## src/rtl/step_playback_if.sv

```systemverilog
// Trigger handshake between the playback engine and the audio mixer.
// Master drives the mask/valid pair, slave answers with ready.
interface step_playback_if;
  logic [3:0] trig_mask;
  logic       trig_valid;
  logic       trig_ready;

  modport master (
    output trig_mask,
    output trig_valid,
    input  trig_ready
  );

  modport slave (
    input  trig_mask,
    input  trig_valid,
    output trig_ready
  );
endinterface

```

## src/rtl/step_playback.sv

```systemverilog
// 8-step pattern playback: walks the steps at a programmable tempo and
// hands each non-empty step's sample mask to the mixer.
module step_playback #(
  parameter int BASE_DIV = 100_000,
  parameter int DIV_W    = 32
) (
  input  logic        clk,
  input  logic        rst_n,
  input  logic [1:0]  mode,
  input  logic        start_stop,
  input  logic        stop,
  input  logic [7:0]  tempo,
  input  logic [3:0]  seq_smpl_1,
  input  logic [3:0]  seq_smpl_2,
  input  logic [3:0]  seq_smpl_3,
  input  logic [3:0]  seq_smpl_4,
  input  logic [3:0]  seq_smpl_5,
  input  logic [3:0]  seq_smpl_6,
  input  logic [3:0]  seq_smpl_7,
  input  logic [3:0]  seq_smpl_8,
  step_playback_if.master trig,
  output logic        overrun,
  output logic [2:0]  step_idx,
  output logic        step_tick,
  output logic        running
);

  typedef enum logic [1:0] {
    ST_STOP  = 2'd0,
    ST_RUN   = 2'd1,
    ST_PAUSE = 2'd2
  } state_e;

  localparam logic [DIV_W-1:0] BASE = DIV_W'(BASE_DIV);

  state_e           state_q, state_d;
  logic [DIV_W-1:0] div_q, div_d;
  logic [DIV_W-1:0] period_q, period_d;
  logic [2:0]       step_q, step_d;
  logic             tick_q, tick_d;
  logic [3:0]       mask_q, mask_d;
  logic             valid_q, valid_d;
  logic             ovr_q, ovr_d;

  logic             go_stop;
  logic             start;
  logic             run_now;
  logic             wrap;
  logic             step_start;
  logic [2:0]       idx_nxt;
  logic [3:0]       mask_sel;
  logic [8:0]       tempo_p1;
  logic [DIV_W-1:0] prod;
  logic             accept;

  // Stop and mode loss outrank the start/stop toggle.
  assign go_stop = stop | (mode != 2'b01);
  assign start   = start_stop & ~go_stop;

  always_ff @(posedge clk or negedge rst_n) begin
    if (!rst_n) begin
      state_q <= ST_STOP;
    end else begin
      state_q <= state_d;
    end
  end

  always_comb begin
    state_d = state_q;
    unique case (1'b1)
      go_stop: state_d = ST_STOP;
      start: begin
        if (state_q == ST_RUN) begin
          state_d = ST_PAUSE;
        end else begin
          state_d = ST_RUN;
        end
      end
      default: state_d = state_q;
    endcase
  end

  always_comb begin
    run_now    = (state_q == ST_RUN);
    wrap       = run_now &&
                 (div_q == period_q - DIV_W'(1));
    step_start = 1'b0;
    idx_nxt    = step_q + 3'd1;
    unique case (state_q)
      ST_STOP: begin
        step_start = start;
        idx_nxt    = 3'd0;
      end
      ST_RUN: begin
        step_start = wrap & ~go_stop & ~start;
      end
      default: begin
        step_start = 1'b0;
      end
    endcase
  end

  always_comb begin
    mask_sel = 4'd0;
    unique case (idx_nxt)
      3'd0: mask_sel = seq_smpl_1;
      3'd1: mask_sel = seq_smpl_2;
      3'd2: mask_sel = seq_smpl_3;
      3'd3: mask_sel = seq_smpl_4;
      3'd4: mask_sel = seq_smpl_5;
      3'd5: mask_sel = seq_smpl_6;
      3'd6: mask_sel = seq_smpl_7;
      3'd7: mask_sel = seq_smpl_8;
      default: mask_sel = 4'd0;
    endcase
  end

  assign tempo_p1 = {1'b0, tempo} + 9'd1;
  assign prod     = DIV_W'(tempo_p1) * BASE;
  assign accept   = valid_q & trig.trig_ready;

  always_comb begin
    div_d    = div_q;
    period_d = period_q;
    step_d   = step_q;
    tick_d   = step_start;
    if (state_d == ST_STOP || step_start) begin
      div_d = '0;
    end else if (run_now && state_d == ST_RUN) begin
      div_d = div_q + DIV_W'(1);
    end
    if (step_start) begin
      period_d = prod;
    end
    if (go_stop) begin
      step_d = 3'd0;
    end else if (step_start) begin
      step_d = idx_nxt;
    end
  end

  // An empty step leaves any pending trigger alone.
  always_comb begin
    mask_d  = mask_q;
    valid_d = valid_q;
    ovr_d   = ovr_q;
    if (go_stop) begin
      valid_d = 1'b0;
    end else if (step_start && mask_sel != 4'd0) begin
      mask_d  = mask_sel;
      valid_d = 1'b1;
    end else if (accept) begin
      valid_d = 1'b0;
    end
    if (stop) begin
      ovr_d = 1'b0;
    end else if (step_start && mask_sel != 4'd0 &&
                 valid_q && !trig.trig_ready) begin
      ovr_d = 1'b1;
    end
  end

  always_ff @(posedge clk or negedge rst_n) begin
    if (!rst_n) begin
      div_q    <= '0;
      period_q <= '0;
      step_q   <= 3'd0;
      tick_q   <= 1'b0;
      mask_q   <= 4'd0;
      valid_q  <= 1'b0;
      ovr_q    <= 1'b0;
    end else begin
      div_q    <= div_d;
      period_q <= period_d;
      step_q   <= step_d;
      tick_q   <= tick_d;
      mask_q   <= mask_d;
      valid_q  <= valid_d;
      ovr_q    <= ovr_d;
    end
  end

  assign trig.trig_mask  = mask_q;
  assign trig.trig_valid = valid_q;
  assign overrun         = ovr_q;
  assign step_idx        = step_q;
  assign step_tick       = tick_q;
  assign running         = run_now;

endmodule

```

## src/flat_wrapper.sv

```systemverilog
// flat-port wrapper written by rule: the top's interface ports become plain ports
module step_playback_flat 
#(
  parameter int BASE_DIV = 100_000,
  parameter int DIV_W    = 32
)
  (clk, rst_n, mode, start_stop, stop, tempo, seq_smpl_1, seq_smpl_2, seq_smpl_3, seq_smpl_4, seq_smpl_5, seq_smpl_6, seq_smpl_7, seq_smpl_8, overrun, step_idx, step_tick, running, trig_trig_mask, trig_trig_valid, trig_trig_ready);
  step_playback_if trig_i ();
  input  logic clk;
  input  logic rst_n;
  input  logic [1:0] mode;
  input  logic start_stop;
  input  logic stop;
  input  logic [7:0] tempo;
  input  logic [3:0] seq_smpl_1;
  input  logic [3:0] seq_smpl_2;
  input  logic [3:0] seq_smpl_3;
  input  logic [3:0] seq_smpl_4;
  input  logic [3:0] seq_smpl_5;
  input  logic [3:0] seq_smpl_6;
  input  logic [3:0] seq_smpl_7;
  input  logic [3:0] seq_smpl_8;
  output logic overrun;
  output logic [2:0] step_idx;
  output logic step_tick;
  output logic running;
  output wire logic [$bits(trig_i.trig_mask)-1:0] trig_trig_mask;
  output wire logic [$bits(trig_i.trig_valid)-1:0] trig_trig_valid;
  input wire logic [$bits(trig_i.trig_ready)-1:0] trig_trig_ready;
  assign trig_trig_mask = trig_i.trig_mask;
  assign trig_trig_valid = trig_i.trig_valid;
  assign trig_i.trig_ready = trig_trig_ready;
  step_playback #(.BASE_DIV(BASE_DIV), .DIV_W(DIV_W)) u_core (.clk(clk), .rst_n(rst_n), .mode(mode), .start_stop(start_stop), .stop(stop), .tempo(tempo), .seq_smpl_1(seq_smpl_1), .seq_smpl_2(seq_smpl_2), .seq_smpl_3(seq_smpl_3), .seq_smpl_4(seq_smpl_4), .seq_smpl_5(seq_smpl_5), .seq_smpl_6(seq_smpl_6), .seq_smpl_7(seq_smpl_7), .seq_smpl_8(seq_smpl_8), .trig(trig_i), .overrun(overrun), .step_idx(step_idx), .step_tick(step_tick), .running(running));
endmodule
```

## config.mk

```make
export PLATFORM = sky130hd
export DESIGN_NAME = step_playback_flat
export DESIGN_NICKNAME = d
export VERILOG_FILES = /design/src/rtl/step_playback_if.sv /design/src/rtl/step_playback.sv /design/src/flat_wrapper.sv
export SDC_FILE = /design/constraint.sdc
export NUM_CORES = 1
export LEC_CHECK = 0
export ABC_CLOCK_PERIOD_IN_PS = 6600
export BUFFER_PORTS_ARGS = -buffer_cell sky130_fd_sc_hd__buf_2
export CAP_MARGIN = 25
export CORE_ASPECT_RATIO = 1.2
export CORE_MARGIN = 2
export CORE_UTILIZATION = 45
export DETAILED_ROUTE_END_ITERATION = 10
export PLACE_DENSITY = 0.61
export SYNTH_ARGS = -nofsm -noshare
export SYNTH_HDL_FRONTEND = slang
export SYNTH_SLANG_ARGS = --single-unit
```

## constraint.sdc

```tcl
create_clock -name clk -period 6.6 [get_ports clk]
set_input_delay 1.32 -clock clk [delete_from_list [all_inputs] [get_ports clk]]
set_output_delay 1.32 -clock clk [all_outputs]
set_load 0.03 [all_outputs]
```

Yosys cells after proc, flatten, opt, wreduce, memory -nomap -nowiden --
Cells that the tools add are included.
Word-level totals: flip-flop bits (word level) 65, latch bits 0, memory bits (writable) 0, ROM bits 0, input port bits 47, output and inout bits 11, word-level logic and storage cells 61, memories kept 0
Operators by class: $add $sub $neg 4, multipliers 1, divide/modulo/power cells 0, order comparisons 0, eq/ne operators 11, shift-type cells 0, multiplexer cells 14, bitwise operators 7, reduce and logical (&&, ||, !) cells 16
Operator list (count):
- 32-bit 2-to-1 mux | 2
- 32-bit by 1-bit adder with 32-bit output, second input constant | 1
- 32-bit equality test | 1
- 4-bit case mux with 8 select lines | 1
- 26-bit by 1-bit subtractor with 27-bit output, second input constant | 1
- 9-bit by 12-bit multiplier with 21-bit output, second input constant | 1
- 3-bit equality test, second input constant | 4
- 8-bit by 1-bit adder with 9-bit output, second input constant | 1
- 3-bit 2-to-1 mux | 3
- 3-bit by 2-bit equality test with 1-bit output, second input constant | 2
- 2-bit nonzero test | 3
- 1-bit logical AND | 5
- 1-bit 2-to-1 mux | 5
- 1-bit bitwise AND | 4
- 2-bit by 1-bit equality test with 1-bit output, second input constant | 2
- 2-bit logical NOT | 2
- 2-bit case mux with 2 select lines | 1
- 4-bit nonzero test | 1
- 3-bit by 1-bit adder with 3-bit output, second input constant | 1
- 3-bit by 1-bit equality test with 1-bit output, second input constant | 1
- 3-bit logical NOT | 1
- 3-bit nonzero test | 1
- 2-bit 2-to-1 mux | 1
- 2-bit by 1-bit inequality test with 1-bit output, second input constant | 1
- 6 further kinds | 7

Longest topological paths before layout --
Gate-level depths: netlist of the first run.
depth in word-level cells 12, mapped depth 20

Worst setup path after synthesis of the first run --
Ideal clock, no wire load.
path type input -> register, from input tempo[0], to register u_core.period_q[25], library setup time 0.125 ns, data arrival time 5.779 ns, required time 6.475 ns, slack 0.695 ns, stages 18, buffers on the path 0, cells stage by stage ha_1 -> nand3_1 -> nor2_1 -> xor2_1 -> ha_1 -> ha_1 -> inv_1 -> fa_1 -> fa_1 -> inv_1 -> ha_1 -> a211o_1 -> o211ai_1 -> a21oi_1 -> a2111oi_0 -> nor2_1 -> a211o_1 -> mux2_4
On the way: longest elaborated chain between the ends 2
Ends and longest elaborated chain:
- start: declaration | RTL line flat_wrapper.sv:14 | input logic [7:0] tempo;
- 8-bit by 1-bit adder with 9-bit output | RTL line step_playback.sv:118 | assign tempo_p1 = {1'b0, tempo} + 9'd1;
- 9-bit by 12-bit multiplier with 21-bit output | RTL line step_playback.sv:119 | assign prod = DIV_W'(tempo_p1) * BASE;
- end signal: assignment | RTL line step_playback.sv:174 | period_q <= period_d;
- end: declaration | RTL line step_playback.sv:38 | logic [DIV_W-1:0] period_q, period_d;
Every way passes these cells. A chain may end at the register's enable or synchronous reset.

Worst setup path in the final report of the first run --
Same ends and word-level chain as after synthesis.

==> qor.log, run 1 <==
[detailed_routing] routed length on met2 6910 µm
[yosys] sequential area share after synthesis 27.5%
[hold_path] type of the most critical hold path register to register
[yosys] post-synthesis cell area 0.00590 mm²
[timing] count of final hold-check violations 0
[power] total internal power 1.11 mW
[timing] Max-Slew Margin vs Limit 31.9%
[detailed_routing] vias 4721
[detailed_routing] Pre-antenna DRT Iters 4
[timing] Highest Clock Rate 0.168 GHz
[floorplanning] Die Span X 109 µm
[run] Max-cap violations 0
[detailed_routing] Avg Vias per Cell 5.47
[clock_network] root buffer cell sky130_fd_sc_hd__clkbuf_16
[yosys] Post-Synthesis Net Count 759
[detailed_routing] number of antenna-violating nets in the routed design 0
[timing] final critical-path setup slack 0.641 ns
[finish] synth-to-layout area growth 12.1%
[setup_path] slowest CP cell sky130_fd_sc_hd__fa_1
[timing] number of pins exceeding their max-slew limit in the final report 0
[floorplanning] die height 129 µm
[floorplanning] Initial Util 46.4%
[timing] final worst path period need 5.96 ns
[yosys] top post-synthesis cells by count sky130_fd_sc_hd__dfrtp_1, sky130_fd_sc_hd__inv_1, sky130_fd_sc_hd__ha_1, sky130_fd_sc_hd__nor2_1, sky130_fd_sc_hd__xor2_1
[timing] final cycle utilization of the critical path 90.3%
[outcome] run status completed
[yosys] top cells by area, synth sky130_fd_sc_hd__dfrtp_1, sky130_fd_sc_hd__ha_1, sky130_fd_sc_hd__xor2_1
[global_route] total grt overflow 0
[yosys] area fraction of the dominant cell type after synthesis 27.5%
[yosys] count of warnings emitted by yosys 0
[finish] antenna diode count 0
[floorplanning] floorplan die area 0.0141 mm²
[finish] Post-layout nets 818
[setup_path] RR Startpoint u_core.period_q[7]
[hold_path] worst min-delay path endpoint u_core.trig.trig_mask[1]
[setup_path] data arrival at the endpoint of the critical path 6.18 ns
[yosys] Primary FF master, synth sky130_fd_sc_hd__dfrtp_1
[global_route] number of global-route vias before repair 4659
[power] relative contribution of sequential cells to total power 31.7%
[timing] worst hold slack across all endpoints 0.492 ns
[yosys] top-count cell post-synth sky130_fd_sc_hd__dfrtp_1
[setup_path] cell chain of the critical path buf_2, ha_1, nand3_1, nor2_1, xor2_1, ha_1, ha_1, inv_1, fa_1, fa_1, inv_1, ha_1, a211o_1, o211ai_1, a21oi_1, a2111oi_0, buf_4, nor2_1, a211o_1, mux2_4
[floorplanning] count of boundary I/O pins 58
[placement] port buffer count 57
[detailed_routing] highest routed metal layer met4
[clock_network] Bufs on Longest Clock Path 2
[yosys] mean instance size in the synthesized netlist 9.27 µm²
[power] PD cells 273 mW/mm²
[setup_path] element type at the critical path end register
[clock_network] clock transition at the registers of the reported paths 0.05 ns
[floorplanning] row count 45
[setup_path] reg2reg path depth 8
[detailed_routing] routed len/inst 15.2 µm
[power] Combinational Power Share 44.8%
[placement] Cells after DPL 849
[finish] final core utilization 52.0%
[setup_path] kind of start point of the critical path input port
[timing] count of final setup violators 0
[clock_network] deepest level of the CTS H-tree 3
[detailed_routing] met3 layer wire length in the routed design 508 µm
[yosys] post-synthesis cell type count 63
[timing] slew of the pin with the lowest slew margin 1.01 ns
[hold_path] startpoint of the most critical hold path u_core.trig.trig_mask[1]
[timing] setup repair after global routing missed its margin no
[setup_path] FF-to-FF End u_core.period_q[12]
[setup_path] cell occurring most often along the worst timing path sky130_fd_sc_hd__ha_1
[power] P_leak 3.18 nW
[finish] final cell count without fillers 863
[detailed_routing] met1 routed wirelength after detailed routing 5340 µm
[detailed_routing] Detailed Route WL 13100 µm
[yosys] Syn Inst Count 637
[clock_network] worst skew pair latency 0.33 ns
[power] Clock Power Share 23.5%
[placement] post-detailed-placement half-perimeter wirelength 10500 µm
[setup_path] register-to-register path setup slack 2.98 ns
[placement] final weighted congestion of routability-driven global placement 0.901
[power] Overall Power 1.80 mW
[setup_path] critical path required time 6.82 ns
[placement] Post-Place Cell Area 0.00635 mm²
[detailed_routing] DRC marker count from the first detailed-route iteration 274
[clock_network] CTS sink cnt 65
[timing] clock skew 0.00451 ns
[setup_path] crit path max fanout 6
[global_route] initial antenna violation count 0
[timing] final total negative setup slack 0 ns
[clock_network] total of cells resized after clock tree synthesis 0
[power] reported net switching power 0.692 mW
[floorplanning] core box area 0.0127 mm²
[detailed_routing] Post-route DRC 0
[global_route] first-pass GRT wire length 21800 µm
[yosys] largest area contributor in the synthesized netlist sky130_fd_sc_hd__dfrtp_1
[yosys] number of flops mapped to enable cells by yosys 0
[finish] Design Area, Final 0.00662 mm²
[clock_network] number of hold buffers added after CTS 0
[power] switching fraction of total power 38.4%
[clock_network] clock buffer count from CTS 9
[setup_path] CP Class input port to register
[global_route] largest net degree at the start of global routing 66
[finish] ratio of cells with drive above 1 in the final layout 17.0%
[clock_network] TritonCTS clock tree yes
[clock_network] Setup Fix Bufs, Post-CTS 0
[hold_path] worst hold path depth 1
[global_route] total routing usage reported by global routing 19.8%
[placement] Post-Place Worst Slack 0.276 ns
[setup_path] critical path launch point tempo[0]
[yosys] Async S/R FF share, synth 100%
[yosys] flip-flop and latch count after synthesis 65
[setup_path] highest cell delay on the worst timing path 0.55 ns
[power] highest ir drop seen on vdd 0.139 mV
[cell families after synthesis]
kind of cell,synth area share [%]
mux,6.99
compound gates,10.5
xor+xnor,11.6
fa+ha+maj,18.1
buf+inv,5.78
simple gates,19.6
flops,27.5
[power by group through the flow]
stage / clock (mW) / sequential, mW / combinational, mW
floorplan: 0 / 0.553 / 0.639
global placement: 0 / 0.577 / 0.791
detailed placement: 0 / 0.578 / 0.809
CTS: 0.435 / 0.572 / 0.816
global route: 0.451 / 0.583 / 0.913
finish: 0.424 / 0.573 / 0.808
[per-layer routing]
metal | GRT usage, % | vias to the layer above
met1 | 21.1 | 2245
met3 | 2.41 | 25
met4 | 8.97 | 0
met5 | 0 | -
li1 | - | 2349
met2 | 38.2 | 102
[area by class of cell]
cell class | count | area [µm²]
Fill cell | 1195 | 6110
Multi-Input combinational cell | 492 | 3940
Sequential cell | 65 | 1630
Timing Repair Buffer | 66 | 353
Clock buffer | 14 | 264
Inverter | 62 | 233
Tap cell | 164 | 205
[sequential cells by signal, indices dropped and copies added (netlist names)]
signal,flops
u_core.div_q,32
u_core.period_q,21
u_core.trig.trig_mask,4
u_core.step_idx,3
u_core.state_q,2
u_core.overrun,1
u_core.step_tick,1
u_core.trig.trig_valid,1
[worst max-delay path by stage]
stage	to	cells past startpoint
global placement	u_core.period_q[25]	20
floorplan	u_core.period_q[25]	18
CTS	u_core.period_q[25]	20
finish	u_core.period_q[25]	20
detailed placement	u_core.period_q[24]	20
global route	u_core.period_q[25]	20
[worst max-delay path: cells and delay by family]
kind	cells	cell delay, ns
buffers and inverters	4	0.43
XOR/XNOR	1	0.32
AND/OR/NAND/NOR	3	0.33
multiplexers	1	0.26
AO/OA/AOI/OAI	5	1.32
adder cells (fa/ha/maj)	6	2.18
[cell usage in the layout, fill, tap and decap left out, types with 4 or more instances in the layout]
master                      count
sky130_fd_sc_hd__dfrtp_1       65
sky130_fd_sc_hd__inv_1         62
sky130_fd_sc_hd__ha_1          58
sky130_fd_sc_hd__buf_2         57
sky130_fd_sc_hd__nor2_1        50
sky130_fd_sc_hd__xor2_1        46
sky130_fd_sc_hd__nand2_1       36
sky130_fd_sc_hd__xnor2_1       32
sky130_fd_sc_hd__nand3_1       26
sky130_fd_sc_hd__o21ai_0       23
sky130_fd_sc_hd__nand4_1       17
sky130_fd_sc_hd__fa_1          17
sky130_fd_sc_hd__a21oi_1       15
sky130_fd_sc_hd__mux2i_1       15
sky130_fd_sc_hd__and3_1        13
sky130_fd_sc_hd__nor3_1        13
sky130_fd_sc_hd__mux2_4        10
sky130_fd_sc_hd__nor2_2        10
sky130_fd_sc_hd__a31oi_1        9
sky130_fd_sc_hd__clkbuf_16      9
sky130_fd_sc_hd__buf_4          9
sky130_fd_sc_hd__mux2_2         8
sky130_fd_sc_hd__nand2b_1       7
sky130_fd_sc_hd__nor4_1         5
sky130_fd_sc_hd__o22ai_1        5
sky130_fd_sc_hd__o21bai_1       5
sky130_fd_sc_hd__nor3b_1        4
sky130_fd_sc_hd__o211ai_1       4
sky130_fd_sc_hd__a21o_1         4
sky130_fd_sc_hd__o2bb2ai_1      4
Power figures use the tool's default switching activity.
==> run 2: changes to the inputs <==
- ABC_CLOCK_PERIOD_IN_PS: 6600 -> 7500
- SLEW_MARGIN: not set -> 20
- clock period: 6.6 -> 7.5 ns (I/O delays scaled with it)
==> run 2 against run 1 <==
Compared with the run above:
- highest routed layer unchanged
- die area unchanged
- critical path type unchanged
- setup slack better by 0.51 ns
- sequential share of layout area is 0.093 points higher
- via count up 0.51%
==> qor.log, run 2 (synthesized netlist as in run 1, its figures left out) <==
[outcome] run status completed [unchanged]
[detailed_routing] Detailed Route WL 13500 µm [was 13100 µm]
[placement] post-detailed-placement half-perimeter wirelength 10800 µm [was 10500 µm]
[finish] Post-layout nets 814 [was 818]
[timing] count of final setup violators 0 [unchanged]
[setup_path] FF-to-FF End u_core.period_q[13] [was u_core.period_q[12]]
[clock_network] TritonCTS clock tree yes [unchanged]
[global_route] total routing usage reported by global routing 20.2% [was 19.8%]
[timing] clock skew 0.00675 ns [was 0.00451 ns]
[clock_network] clock buffer count from CTS 9 [unchanged]
[setup_path] data arrival at the endpoint of the critical path 6.56 ns [was 6.18 ns]
[clock_network] CTS sink cnt 65 [unchanged]
[detailed_routing] number of antenna-violating nets in the routed design 0 [unchanged]
[hold_path] startpoint of the most critical hold path u_core.trig.trig_mask[1] [unchanged]
[floorplanning] Die Span X 109 µm [unchanged]
[global_route] initial antenna violation count 0 [unchanged]
[global_route] number of global-route vias before repair 4789 [was 4659]
[timing] final worst path period need 6.35 ns
[placement] port buffer count 57 [unchanged]
[timing] slew of the pin with the lowest slew margin 0.941 ns [was 1.01 ns]
[finish] final cell count without fillers 859 [was 863]
[hold_path] worst min-delay path endpoint u_core.trig.trig_mask[1] [unchanged]
[timing] worst hold slack across all endpoints 0.489 ns [was 0.492 ns]
[hold_path] worst hold path depth 1 [unchanged]
[placement] Cells after DPL 845 [was 849]
[finish] register ranked first by flip-flop count u_core.div_q [unchanged]
[finish] synth-to-layout area growth 11.7% [was 12.1%]
[setup_path] critical path required time 7.71 ns [was 6.82 ns]
[detailed_routing] Post-route DRC 0 [unchanged]
[detailed_routing] Pre-antenna DRT Iters 5 [was 4]
[clock_network] Bufs on Longest Clock Path 2 [unchanged]
[global_route] first-pass GRT wire length 22400 µm [was 21800 µm]
[power] PD cells 241 mW/mm² [was 273 mW/mm²]
[clock_network] worst skew pair latency 0.33 ns [about the same]
[global_route] total grt overflow 0 [unchanged]
[hold_path] type of the most critical hold path register to register [unchanged]
[floorplanning] die height 129 µm [unchanged]
[setup_path] RR Startpoint u_core.period_q[14] [was u_core.period_q[7]]
[timing] Max-Slew Margin vs Limit 37.1% [was 31.9%]
[placement] final weighted congestion of routability-driven global placement 0.897 [was 0.901]
[clock_network] root buffer cell sky130_fd_sc_hd__clkbuf_16 [unchanged]
[clock_network] number of hold buffers added after CTS 0 [unchanged]
[finish] most common cell after layout, fill and taps aside sky130_fd_sc_hd__dfrtp_1 [unchanged]
[floorplanning] count of boundary I/O pins 58 [unchanged]
[clock_network] deepest level of the CTS H-tree 3 [unchanged]
[setup_path] CP Class input port to register [unchanged]
[finish] max FFs per register 32 [unchanged]
[global_route] largest net degree at the start of global routing 66 [unchanged]
[setup_path] reg2reg path depth 8 [unchanged]
[floorplanning] Initial Util 46.4% [unchanged]
[timing] final total negative setup slack 0 ns [unchanged]
[detailed_routing] DRC marker count from the first detailed-route iteration 242 [was 274]
[detailed_routing] routed len/inst 15.7 µm [was 15.2 µm]
[finish] antenna diode count 0 [unchanged]
[floorplanning] floorplan die area 0.0141 mm² [unchanged]
[detailed_routing] vias 4745 [was 4721]
[clock_network] total of cells resized after clock tree synthesis 0 [unchanged]
[timing] count of final hold-check violations 0 [unchanged]
[timing] number of pins exceeding their max-slew limit in the final report 0 [unchanged]
[detailed_routing] Avg Vias per Cell 5.52 [was 5.47]
[timing] final cycle utilization of the critical path 84.6%
[timing] setup repair after global routing missed its margin no [unchanged]
[setup_path] register-to-register path setup slack 4.05 ns [was 2.98 ns]
[setup_path] kind of start point of the critical path input port [unchanged]
[finish] most used cells in the layout excluding fill and tap cells sky130_fd_sc_hd__dfrtp_1, sky130_fd_sc_hd__inv_1, sky130_fd_sc_hd__ha_1, sky130_fd_sc_hd__buf_2, sky130_fd_sc_hd__nor2_1 [unchanged]
[clock_network] clock transition at the registers of the reported paths 0.05 ns [about the same]
[power] highest ir drop seen on vdd 0.121 mV [was 0.139 mV]
[finish] ratio of cells with drive above 1 in the final layout 16.7% [was 17.0%]
[power] P_leak 3.16 nW [was 3.18 nW]
[setup_path] element type at the critical path end register [unchanged]
[floorplanning] row count 45 [unchanged]
[run] Max-cap violations 0 [unchanged]
[timing] Highest Clock Rate 0.158 GHz
[setup_path] crit path max fanout 6 [unchanged]
[clock_network] Setup Fix Bufs, Post-CTS 0 [unchanged]
[floorplanning] core box area 0.0127 mm² [unchanged]
==> run 2: layout make-up <==
cell class,count,area (µm²)
multi-input cells,492,3940
clock buffers,14,264
inverters,62,233
fillers,1217,6130
repair buffers,62,323
flip-flops and latches,65,1630
well taps,164,205
==> run 2: worst max-delay path by stage <==
stage	start	endpoint	slack [ns]	depth (start not counted)
final	tempo[0]	u_core.period_q[25]	1.15	19
after detailed placement	tempo[0]	u_core.period_q[25]	0.81	21
after floorplan	tempo[0]	u_core.period_q[25]	1.42	18
after global routing	tempo[0]	u_core.period_q[25]	0.84	20
after CTS	tempo[0]	u_core.period_q[25]	1.16	19
after global placement	tempo[0]	u_core.period_q[25]	0.91	19
==> run 2: critical path: stages <==
cell                        delay (ns)
sky130_fd_sc_hd__buf_2            0.15
sky130_fd_sc_hd__and3_1           0.16
sky130_fd_sc_hd__nand3_1          0.12
sky130_fd_sc_hd__nor2_1           0.18
sky130_fd_sc_hd__xor2_1           0.37
sky130_fd_sc_hd__ha_1             0.32
sky130_fd_sc_hd__ha_1             0.28
sky130_fd_sc_hd__inv_1            0.05
sky130_fd_sc_hd__fa_1             0.50
sky130_fd_sc_hd__fa_1             0.54
sky130_fd_sc_hd__inv_1            0.04
sky130_fd_sc_hd__ha_1             0.32
sky130_fd_sc_hd__a211o_1          0.31
sky130_fd_sc_hd__o211ai_1         0.25
sky130_fd_sc_hd__a21oi_1          0.11
sky130_fd_sc_hd__a2111oi_0        0.68
sky130_fd_sc_hd__nor2_1           0.11
sky130_fd_sc_hd__a211o_1          0.29
sky130_fd_sc_hd__mux2_4           0.26
==> run 2: routing by layer <==
layer | global-route usage [%] | part of all wire, % | vias up
met1 | 21.9 | 41 | 2280
li1 | - | - | 2336
met4 | 7.09 | 2.2 | 0
met3 | 2.57 | 3.8 | 15
met5 | 0 | 0 | -
met2 | 39.6 | 53 | 114
==> run 2: stage by stage <==
step | cell area (µm²) | total power [mW] | util [%] | setup slack (ns)
2_1_floorplan | 5900 | 1.05 | - | 1.42
3_3_place_gp | 6320 | 1.20 | 49.7 | 0.913
3_5_place_dp | 6320 | 1.22 | 49.7 | 0.806
4_1_cts | 6590 | 1.61 | 51.8 | 1.16
5_1_grt | 6590 | 1.72 | 51.8 | 0.842
6_report | 6590 | 1.59 | 51.8 | 1.15
==> run 2: report_power, final <==
group | total (mW) | switching, mW | internal, mW | leakage (nW)
clock | 0.374 | 0.136 | 0.238 | 0.129
combinational | 0.708 | 0.376 | 0.332 | 2.17
sequential | 0.507 | 0.102 | 0.406 | 0.862
total | 1.59 | 0.614 | 0.976 | 3.16
==> run 3: changes to the inputs <==
- ABC_CLOCK_PERIOD_IN_PS: 7500 -> 6500
- clock period: 7.5 -> 6.5 ns (I/O delays scaled with it)
==> run 3 against run 2 <==
Compared with the run above:
- die area unchanged
- first-iteration DRC count increased by 2.5%
- highest routed layer unchanged
- critical path type unchanged
- sequential cell count unchanged
==> qor.log, run 3 (synthesized netlist as in run 1, its figures left out) <==
[placement] Post-Place Worst Slack 0.205 ns [was 0.806 ns]
[detailed_routing] Pre-antenna DRT Iters 4 [was 5]
[placement] final weighted congestion of routability-driven global placement 0.901 [was 0.897]
[finish] synth-to-layout area growth 12.3% [was 11.7%]
[clock_network] worst skew pair latency 0.33 ns [about the same]
[setup_path] cell occurring most often along the worst timing path sky130_fd_sc_hd__ha_1 [unchanged]
[setup_path] crit path max fanout 6 [unchanged]
[detailed_routing] vias 4738 [was 4745]
[global_route] first-pass GRT wire length 22100 µm [was 22400 µm]
[floorplanning] Initial Util 46.4% [unchanged]
[finish] max FFs per register 32 [unchanged]
[global_route] total grt overflow 0 [unchanged]
[clock_network] clock buffer count from CTS 9 [unchanged]
[finish] most common cell after layout, fill and taps aside sky130_fd_sc_hd__dfrtp_1 [unchanged]
[global_route] total routing usage reported by global routing 19.9% [was 20.2%]
[floorplanning] core box area 0.0127 mm² [unchanged]
[timing] final cycle utilization of the critical path 91.6%
[clock_network] root buffer cell sky130_fd_sc_hd__clkbuf_16 [unchanged]
[timing] setup repair after global routing missed its margin no [unchanged]
[timing] number of pins exceeding their max-slew limit in the final report 0 [unchanged]
[setup_path] data arrival at the endpoint of the critical path 6.17 ns [was 6.56 ns]
[outcome] run status completed [unchanged]
[timing] Max-Slew Margin vs Limit 35.5% [was 37.1%]
[setup_path] FF-to-FF End u_core.period_q[12] [was u_core.period_q[13]]
[power] highest ir drop seen on vdd 0.144 mV [was 0.121 mV]
[floorplanning] count of boundary I/O pins 58 [unchanged]
[setup_path] cell chain of the critical path buf_2, ha_1, nand3_1, nor2_1, xor2_1, ha_1, ha_1, inv_1, fa_1, fa_1, inv_1, ha_1, a211o_1, o211ai_1, a21oi_1, a2111oi_0, buf_4, nor2_1, a211o_1, mux2_4 [was buf_2, and3_1, nand3_1, nor2_1, xor2_1, ha_1, ha_1, inv_1, fa_1, fa_1, inv_1, ha_1, a211o_1, o211ai_1, a21oi_1, a2111oi_0, nor2_1, a211o_1, mux2_4]
[detailed_routing] Avg Vias per Cell 5.49 [was 5.52]
[floorplanning] die height 129 µm [unchanged]
[global_route] global routing met2 resource utilization 38.0% [was 39.6%]
[setup_path] reg2reg path depth 8 [unchanged]
[detailed_routing] number of antenna-violating nets in the routed design 0 [unchanged]
[setup_path] element type at the critical path end register [unchanged]
[floorplanning] floorplan die area 0.0141 mm² [unchanged]
[timing] clock skew 0.00627 ns [was 0.00675 ns]
[power] PD cells 277 mW/mm² [was 241 mW/mm²]
[global_route] grt met3 use 2.82% [was 2.57%]
[floorplanning] Die Span X 109 µm [unchanged]
[timing] final total negative setup slack 0 ns [unchanged]
[floorplanning] row count 45 [unchanged]
[timing] count of final setup violators 0 [unchanged]
[clock_network] Bufs on Longest Clock Path 2 [unchanged]
[finish] final core utilization 52.1% [was 51.8%]
[global_route] initial antenna violation count 0 [unchanged]
[global_route] GR Layer Usage met1 21.9% [about the same]
[run] Max-cap violations 0 [unchanged]
[finish] Post-layout nets 819 [was 814]
[timing] count of final hold-check violations 0 [unchanged]
[clock_network] number of hold buffers added after CTS 0 [unchanged]
[setup_path] CP Class input port to register [unchanged]
[finish] antenna diode count 0 [unchanged]
[global_route] most utilized layer in the global route result met2 [unchanged]
[global_route] largest net degree at the start of global routing 66 [unchanged]
[timing] final critical-path setup slack 0.547 ns [was 1.15 ns]
[detailed_routing] Detailed Route WL 13100 µm [was 13500 µm]
[clock_network] total of cells resized after clock tree synthesis 0 [unchanged]
[placement] post-detailed-placement half-perimeter wirelength 10500 µm [was 10800 µm]
[setup_path] highest cell delay on the worst timing path 0.54 ns [was 0.68 ns]
[finish] ratio of cells with drive above 1 in the final layout 17.3% [was 16.7%]
[setup_path] register-to-register path setup slack 3.02 ns [was 4.05 ns]
[finish] register ranked first by flip-flop count u_core.div_q [unchanged]
[setup_path] kind of start point of the critical path input port [unchanged]
[finish] most used cells in the layout excluding fill and tap cells sky130_fd_sc_hd__dfrtp_1, sky130_fd_sc_hd__inv_1, sky130_fd_sc_hd__ha_1, sky130_fd_sc_hd__buf_2, sky130_fd_sc_hd__nor2_1 [unchanged]
[clock_network] Setup Fix Bufs, Post-CTS 0 [unchanged]
[clock_network] deepest level of the CTS H-tree 3 [unchanged]
[clock_network] clock transition at the registers of the reported paths 0.05 ns [about the same]
[hold_path] type of the most critical hold path register to register [unchanged]
[setup_path] critical path required time 6.71 ns [was 7.71 ns]
[setup_path] critical path launch point tempo[0] [unchanged]
[placement] port buffer count 57 [unchanged]
[clock_network] CTS sink cnt 65 [unchanged]
[timing] final worst path period need 5.95 ns
[clock_network] TritonCTS clock tree yes [unchanged]
[detailed_routing] routed len/inst 15.2 µm [was 15.7 µm]
[setup_path] Worst setup endpoint u_core.period_q[25] [unchanged]
[detailed_routing] DRC marker count from the first detailed-route iteration 248 [was 242]
[timing] slew of the pin with the lowest slew margin 0.966 ns [was 0.941 ns]
[setup_path] slowest CP cell sky130_fd_sc_hd__fa_1 [was sky130_fd_sc_hd__a2111oi_0]
[power] P_leak 3.19 nW [was 3.16 nW]
[timing] Highest Clock Rate 0.168 GHz
[global_route] number of global-route vias before repair 4701 [was 4789]
[detailed_routing] Post-route DRC 0 [unchanged]
[setup_path] RR Startpoint u_core.period_q[14] [unchanged]
==> run 3: cell count changes in the layout (fill, tap and decap cells not counted), sizes merged <==
cell  change
buf       +4
==> run 3: cell type report <==
class                      instances  area, µm²
sequential                        65       1630
clock buffer                      13        270
multi-input combinational        492       3940
tap                              164        205
inverter                          62        233
timing repair buffer              67        358
fill                            1228       6100
==> run 3: report_power, final <==
part	switching (mW)	total, mW	internal, mW
Combinational	0.431	0.817	0.387
Clock	0.155	0.437	0.282
Sequential	0.113	0.582	0.468
Total	0.699	1.84	1.14
==> run 3: metal layers <==
metal / wire length, µm / share of wire, %
met2: 6950 / 53
met5: 0 / 0
met1: 5320 / 41
met3: 504 / 3.9
met4: 306 / 2.3
==> run 3: stage by stage <==
| stage | hold slack (ns) | power, mW | instance area (µm²) | cells |
|---|---|---|---|---|
| after floorplan | 0.500 | 1.21 | 5900 | 637 |
| final | 0.491 | 1.84 | 6630 | 863 |
| after global placement | 0.482 | 1.39 | 6350 | 849 |
| after detailed placement | 0.475 | 1.40 | 6350 | 849 |
| after global routing | 0.500 | 1.99 | 6630 | 863 |
| after CTS | 0.491 | 1.86 | 6620 | 862 |
==> run 3: critical path: cells and delay by family <==
kind / cells / cell delay [ns]
mux: 1 / 0.26
simple gates: 3 / 0.34
buf+inv: 4 / 0.43
fa+ha+maj: 6 / 2.18
compound gates: 5 / 1.32
xor+xnor: 1 / 0.35
==> run 3: how the worst min path moves through the flow <==
| stage | cells past startpoint | slack, ns | start | endpoint |
|---|---|---|---|---|
| after CTS | 1 | 0.49 | u_core.trig.trig_mask[1] | u_core.trig.trig_mask[1] |
| after global routing | 1 | 0.50 | u_core.trig.trig_mask[3] | u_core.trig.trig_mask[3] |
| after detailed placement | 1 | 0.47 | u_core.trig.trig_mask[1] | u_core.trig.trig_mask[1] |
| final | 1 | 0.49 | u_core.trig.trig_mask[1] | u_core.trig.trig_mask[1] |
| after global placement | 1 | 0.48 | u_core.trig.trig_mask[1] | u_core.trig.trig_mask[1] |
| after floorplan | 2 | 0.50 | u_core.div_q[3] | u_core.div_q[3] |
